`src/rtl/regfile.sv`:
```
// regfile: architectural register file with rename status for the Tomasulo core.
//
// Each architectural register holds a committed value, a busy flag and the ROB
// tag of its newest in-flight producer. ROB retirements write values and
// release busy flags; Dispatch renames set busy/tag; a ROB flush drops every
// busy flag. Register 0 is hardwired to zero and never busy.
//
// Ports:
//   clk, rst           clock, asynchronous active-high reset
//   rdy                global ready; no state change while low
//   clr                ROB flush: clear all busy flags, ignore dispatch
//   Reg_write_S/rd/Reorder/result   commit port from the ROB
//   Dispatch_S/rd/Reorder           rename port from Dispatch
//   Dispatch_rs1/rs2                source indices for the read ports
//   rsN_busy/Reorder/value          combinational operand status per source

// One combinational read port. Instantiated once per source operand.
module regfile_rd_port #(
  parameter int REG_NUM    = 32,
  parameter int ROB_WIDTH  = 4,
  parameter int DATA_WIDTH = 32
) (
  input  logic                                 rst,
  input  logic                                 rdy,
  input  logic                                 clr,
  input  logic                                 Reg_write_S,
  input  logic [4:0]                           Reg_rd,
  input  logic [ROB_WIDTH-1:0]                 Reg_Reorder,
  input  logic [DATA_WIDTH-1:0]                Reg_result,
  input  logic [4:0]                           rs,
  input  logic [REG_NUM-1:0]                   busy_arr,
  input  logic [REG_NUM-1:0][ROB_WIDTH-1:0]    tag_arr,
  input  logic [REG_NUM-1:0][DATA_WIDTH-1:0]   value_arr,
  output logic                                 busy,
  output logic [ROB_WIDTH-1:0]                 reorder,
  output logic [DATA_WIDTH-1:0]                value
);
  logic bypass;

  // A commit that retires the current producer of rs this cycle is forwarded,
  // so Dispatch never captures a tag that is about to disappear.
  assign bypass = Reg_write_S && rdy && (Reg_rd == rs) && (rs != 5'd0) &&
                  busy_arr[rs] && (tag_arr[rs] == Reg_Reorder);

  always_comb begin
    busy    = 1'b0;
    reorder = '0;
    value   = '0;
    if (!rst && rs != 5'd0) begin
      busy    = busy_arr[rs];
      reorder = tag_arr[rs];
      value   = value_arr[rs];
      if (bypass) begin
        busy  = 1'b0;
        value = Reg_result;
      end
      if (clr) busy = 1'b0;
    end
  end
endmodule

module regfile #(
  parameter int REG_NUM    = 32,
  parameter int ROB_WIDTH  = 4,
  parameter int DATA_WIDTH = 32
) (
  input  logic                  clk,
  input  logic                  rst,
  input  logic                  rdy,
  input  logic                  clr,
  input  logic                  Reg_write_S,
  input  logic [4:0]            Reg_rd,
  input  logic [ROB_WIDTH-1:0]  Reg_Reorder,
  input  logic [DATA_WIDTH-1:0] Reg_result,
  input  logic                  Dispatch_S,
  input  logic [4:0]            Dispatch_rd,
  input  logic [ROB_WIDTH-1:0]  Dispatch_Reorder,
  input  logic [4:0]            Dispatch_rs1,
  input  logic [4:0]            Dispatch_rs2,
  output logic                  rs1_busy,
  output logic [ROB_WIDTH-1:0]  rs1_Reorder,
  output logic [DATA_WIDTH-1:0] rs1_value,
  output logic                  rs2_busy,
  output logic [ROB_WIDTH-1:0]  rs2_Reorder,
  output logic [DATA_WIDTH-1:0] rs2_value
);
  localparam int NUM_RD = 2;

  logic [REG_NUM-1:0]                 busy_q;
  logic [REG_NUM-1:0][ROB_WIDTH-1:0]  tag_q;
  logic [REG_NUM-1:0][DATA_WIDTH-1:0] value_q;

  logic [NUM_RD-1:0][4:0]            rs_idx;
  logic [NUM_RD-1:0]                 rd_busy;
  logic [NUM_RD-1:0][ROB_WIDTH-1:0]  rd_tag;
  logic [NUM_RD-1:0][DATA_WIDTH-1:0] rd_value;

  // Commit, then flush/rename. Later non-blocking writes win, so a rename or
  // flush overrides the commit's busy release while the value still lands.
  always_ff @(posedge clk or posedge rst) begin
    if (rst) begin
      busy_q  <= '0;
      tag_q   <= '0;
      value_q <= '0;
    end else if (rdy) begin
      if (Reg_write_S && Reg_rd != 5'd0) begin
        value_q[Reg_rd] <= Reg_result;
        // Only the newest producer may release the register.
        if (busy_q[Reg_rd] && tag_q[Reg_rd] == Reg_Reorder)
          busy_q[Reg_rd] <= 1'b0;
      end
      if (clr) begin
        busy_q <= '0;
      end else if (Dispatch_S && Dispatch_rd != 5'd0) begin
        busy_q[Dispatch_rd] <= 1'b1;
        tag_q[Dispatch_rd]  <= Dispatch_Reorder;
      end
    end
  end

  assign rs_idx = {Dispatch_rs2, Dispatch_rs1};

  for (genvar p = 0; p < NUM_RD; p++) begin : g_rd
    regfile_rd_port #(
      .REG_NUM    (REG_NUM),
      .ROB_WIDTH  (ROB_WIDTH),
      .DATA_WIDTH (DATA_WIDTH)
    ) u_rd (
      .rst         (rst),
      .rdy         (rdy),
      .clr         (clr),
      .Reg_write_S (Reg_write_S),
      .Reg_rd      (Reg_rd),
      .Reg_Reorder (Reg_Reorder),
      .Reg_result  (Reg_result),
      .rs          (rs_idx[p]),
      .busy_arr    (busy_q),
      .tag_arr     (tag_q),
      .value_arr   (value_q),
      .busy        (rd_busy[p]),
      .reorder     (rd_tag[p]),
      .value       (rd_value[p])
    );
  end

  assign rs1_busy    = rd_busy[0];
  assign rs1_Reorder = rd_tag[0];
  assign rs1_value   = rd_value[0];
  assign rs2_busy    = rd_busy[1];
  assign rs2_Reorder = rd_tag[1];
  assign rs2_value   = rd_value[1];
endmodule

```
`config.mk`:
```
export PLATFORM = sky130hd
export DESIGN_NAME = regfile
export DESIGN_NICKNAME = d
export VERILOG_FILES = /design/src/rtl/regfile.sv
export SDC_FILE = /design/constraint.sdc
export NUM_CORES = 2
export LEC_CHECK = 0
export BUFFER_PORTS_ARGS = -buffer_cell sky130_fd_sc_hd__buf_4
export CAP_MARGIN = 10
export CORE_ASPECT_RATIO = 1.2
export CORE_MARGIN = 10
export CORE_UTILIZATION = 49
export DETAILED_ROUTE_END_ITERATION = 16
export GPL_TIMING_DRIVEN = 0
export SLEW_MARGIN = 20
export SYNTH_ARGS = -nofsm -noshare
export SYNTH_HDL_FRONTEND = slang
export SYNTH_SLANG_ARGS = --single-unit
```
`constraint.sdc`:
```
create_clock -name clk -period 88.3 [get_ports clk]
set_input_delay 13.245 -clock clk [delete_from_list [all_inputs] [get_ports clk]]
set_output_delay 13.245 -clock clk [all_outputs]
set_load 0.02 [all_outputs]
```
==> flow_summary.json <==
{
  "setup_ws_ns": 56.26,
  "grt_pass1_wl_um": 341000,
  "cts-root-buf": "clkbuf_16",
  "instances_no_fill": 6356,
  "grt-ovfl-total": 0,
  "power_density_mw_per_mm2": 20.4,
  "ff2ff_path_depth": 8,
  "worstPathMaxFanout": 11,
  "fmax_ghz": 0.0312,
  "slew_violations": 0,
  "max_stage_delay_ns": 0.80,
  "hpwl_um": 163000,
  "num_io_pins": 140,
  "first_global_vias": 44700,
  "place_ws_ns": 56.67,
  "grtUsageMet2": 0.503,
  "synth_top_flop_cell": "dfrtp_1",
  "synthTopCellsByCount": "dfrtp_1, mux2_2, mux4_2",
  "routed_wl_um": 243000,
  "fin_total_pwr_uw": 1490,
  "die_area_mm2": 0.148,
  "synth_top_area_frac": 0.456,
  "ys_seq_elements": 1184,
  "synthArstFlopShare": 1.00,
  "finalSetupViolations": 0,
  "clock_skew_ns": 0.0220,
  "place.gp.congestion": 0.958,
  "drv_cap": 0,
  "synth_area_leader_cell": "dfrtp_1",
  "startpoint_type": "input pin",
  "grt_max_degree": 104,
  "numCtsBuffers": 133,
  "drive_gt1_frac": 0.528,
  "sw_frac_of_total": 0.277,
  "wl_per_cell_um": 38.3,
  "grt.busiest_layer": "met2",
  "required_ns": 75.06,
  "cts_setup_buffers": 0,
  "path_cells": "buf_4, buf_2, buf_4, buf_2, clkbuf_2, buf_2, nor3_1, a21oi_2, clkbuf_1, o31ai_1, a21oi_1, buf_4",
  "antenna_found_initial": 5,
  "syn2layout_area_growth_pct": 12.7,
  "ys_top_cells_by_area": "dfrtp_1, mux4_2, mux2_2, clkbuf_1, mux2i_1",
  "core_area_mm2": 0.132,
  "htreeDepth": 4,
  "arrival_ns": 18.79,
  "vdd_drop_max_mv": 0.0241,
  "cts_sinks": 1184,
  "p_sw_uw": 414,
  "grt_use_met1": 0.413,
  "worst-setup-path-type": "input pin to primary output",
  "rsz0062_at_grt": "false",
  "yosysUniqueCellTypes": 48,
  "hold_class": "flip-flop to flip-flop",
  "internal_power_uw": 1080,
  "die_h_um": 419,
  "p_leak_uw": 0.0320,
  "worstMarginPinSlew_ns": 1.34,
  "status": "finished clean",
  "syn_area_mm2": 0.0650,
  "routed_via_density": 6.90,
  "comb_power_share": 0.181,
  "setup_tns_ns": 0,
  "synthCells": 4183,
  "clkTransAtPathRegs_ns": 0.06,
  "period_minus_slack_ns": 32.04,
  "num_vias": 43800,
  "num_rows": 146,
  "use_met3": 0.0984,
  "yosysMostFrequentCell": "dfrtp_1",
  "cts_resized": 0,
  "period_share": 0.363,
  "final_antenna_net_count": 0,
  "clockPowerShare": 0.380,
  "hold_viol_final": 0,
  "relSlewSlack": 0.107,
  "layout.nets": 4539,
  "dp_cells": 6113,
  "drt-initial-drc-count": 4762,
  "seqPwrFrac": 0.439,
  "crit_path_end_kind": "primary output",
  "synth-seq-area-share": 0.456,
  "cp_slowest_cell": "clkbuf_1",
  "route.detailed.drc": 0,
  "synth-warning-count": 0,
  "portBuffers": 130,
  "cts_tree": "yes",
  "synth_edf_count": 0,
  "start_util": 0.493,
  "clock_path_buffers": 3,
  "grt_usage": 0.327,
  "cts_hold_buf": 0,
  "min_path_cells": 1,
  "insertion_delay_ns": 0.81,
  "die_w_um": 352,
  "synth_nets": 4249,
  "dr.pass1.iters": 6,
  "avgSynthCellArea_um2": 15.5
}
## placed cells by master (no fill, tap or decap), types with 11 or more instances in the layout
master	instances
a22oi_1	17
nor2_1	81
o31ai_1	64
clkbuf_2	63
inv_6	12
clkinv_2	14
clkbuf_8	25
clkbuf_1	282
a21oi_1	72
mux2i_1	73
inv_1	11
o22ai_1	17
a31oi_1	11
clkbuf_16	137
a311oi_1	16
buf_1	40
nand3b_1	12
mux2_2	1073
buf_4	138
dfrtp_1	1184
buf_16	14
nor3_1	25
buf_2	119
o21ai_0	15
mux4_2	770
nand2_1	165
## stage by stage
step	hold WS, ns	utilization	instance area (um2)
after floorplan	0.441	-	65000
after global placement	0.453	0.517	68200
after detailed placement	0.464	0.522	68900
after CTS	0.478	0.555	73200
after global routing	0.500	0.555	73200
final	0.474	0.555	73200
## area by class of cell
class / count / area, um2
clock inverter: 39 / 423
inverter: 13 / 56.3
antenna: 3 / 7.51
timing repair buffer: 155 / 1490
clock buffer: 200 / 3920
fill: 10700 / 58600
sequential: 1184 / 29600
multi-input combinational: 2509 / 33400
buffer: 477 / 2090
tap: 1776 / 2220
## per-layer routing
layer / part of all wire / up-vias / wire length, um
met5: 0.00011 / - / 27
met4: 0.066 / 4 / 16100
met3: 0.10 / 795 / 24600
met2: 0.46 / 2484 / 111000
met1: 0.37 / 23600 / 91100
li1: - / 16900 / -
## final timing paths
check	startpoint	endpoint	slack [ns]
setup / recovery	Dispatch_rs2[1]	rs2_value[30]	56.26
hold / removal	value_q[2]	value_q[2]	0.47
setup reg to reg	tag_q[120]	busy_q[2]	84.93
hold reg to reg	value_q[2]	value_q[2]	0.47
max in group asynchronous	rst	value_q[851]	73.85
min in group asynchronous	rst	tag_q[78]	12.52
## state kept, by name, summed over array words and instances, names as in the netlist
register  cells
busy_q       32
value_q    1024
tag_q       128
## logic make-up after synthesis
kind of cell | share of synthesized area
multiplexers | 0.464
flip-flops | 0.456
buffers and inverters | 0.0306
XOR/XNOR | 0.00256
AO/OA/AOI/OAI | 0.0217
AND/OR/NAND/NOR | 0.0251
## power groups by stage
stage	registers (uW)	logic (uW)	clock network (uW)
after global routing	664	284	592
after detailed placement	664	268	0
final	656	271	568
after CTS	654	269	571
after floorplan	650	194	0
after global placement	662	262	0
## critical path: cells and delay by family
kind                   cells  cell delay [ns]
AND/OR/NAND/NOR            1             0.30
buffers and inverters      8             3.56
AO/OA/AOI/OAI              3             1.61
(Power assumes the default switching activity.)
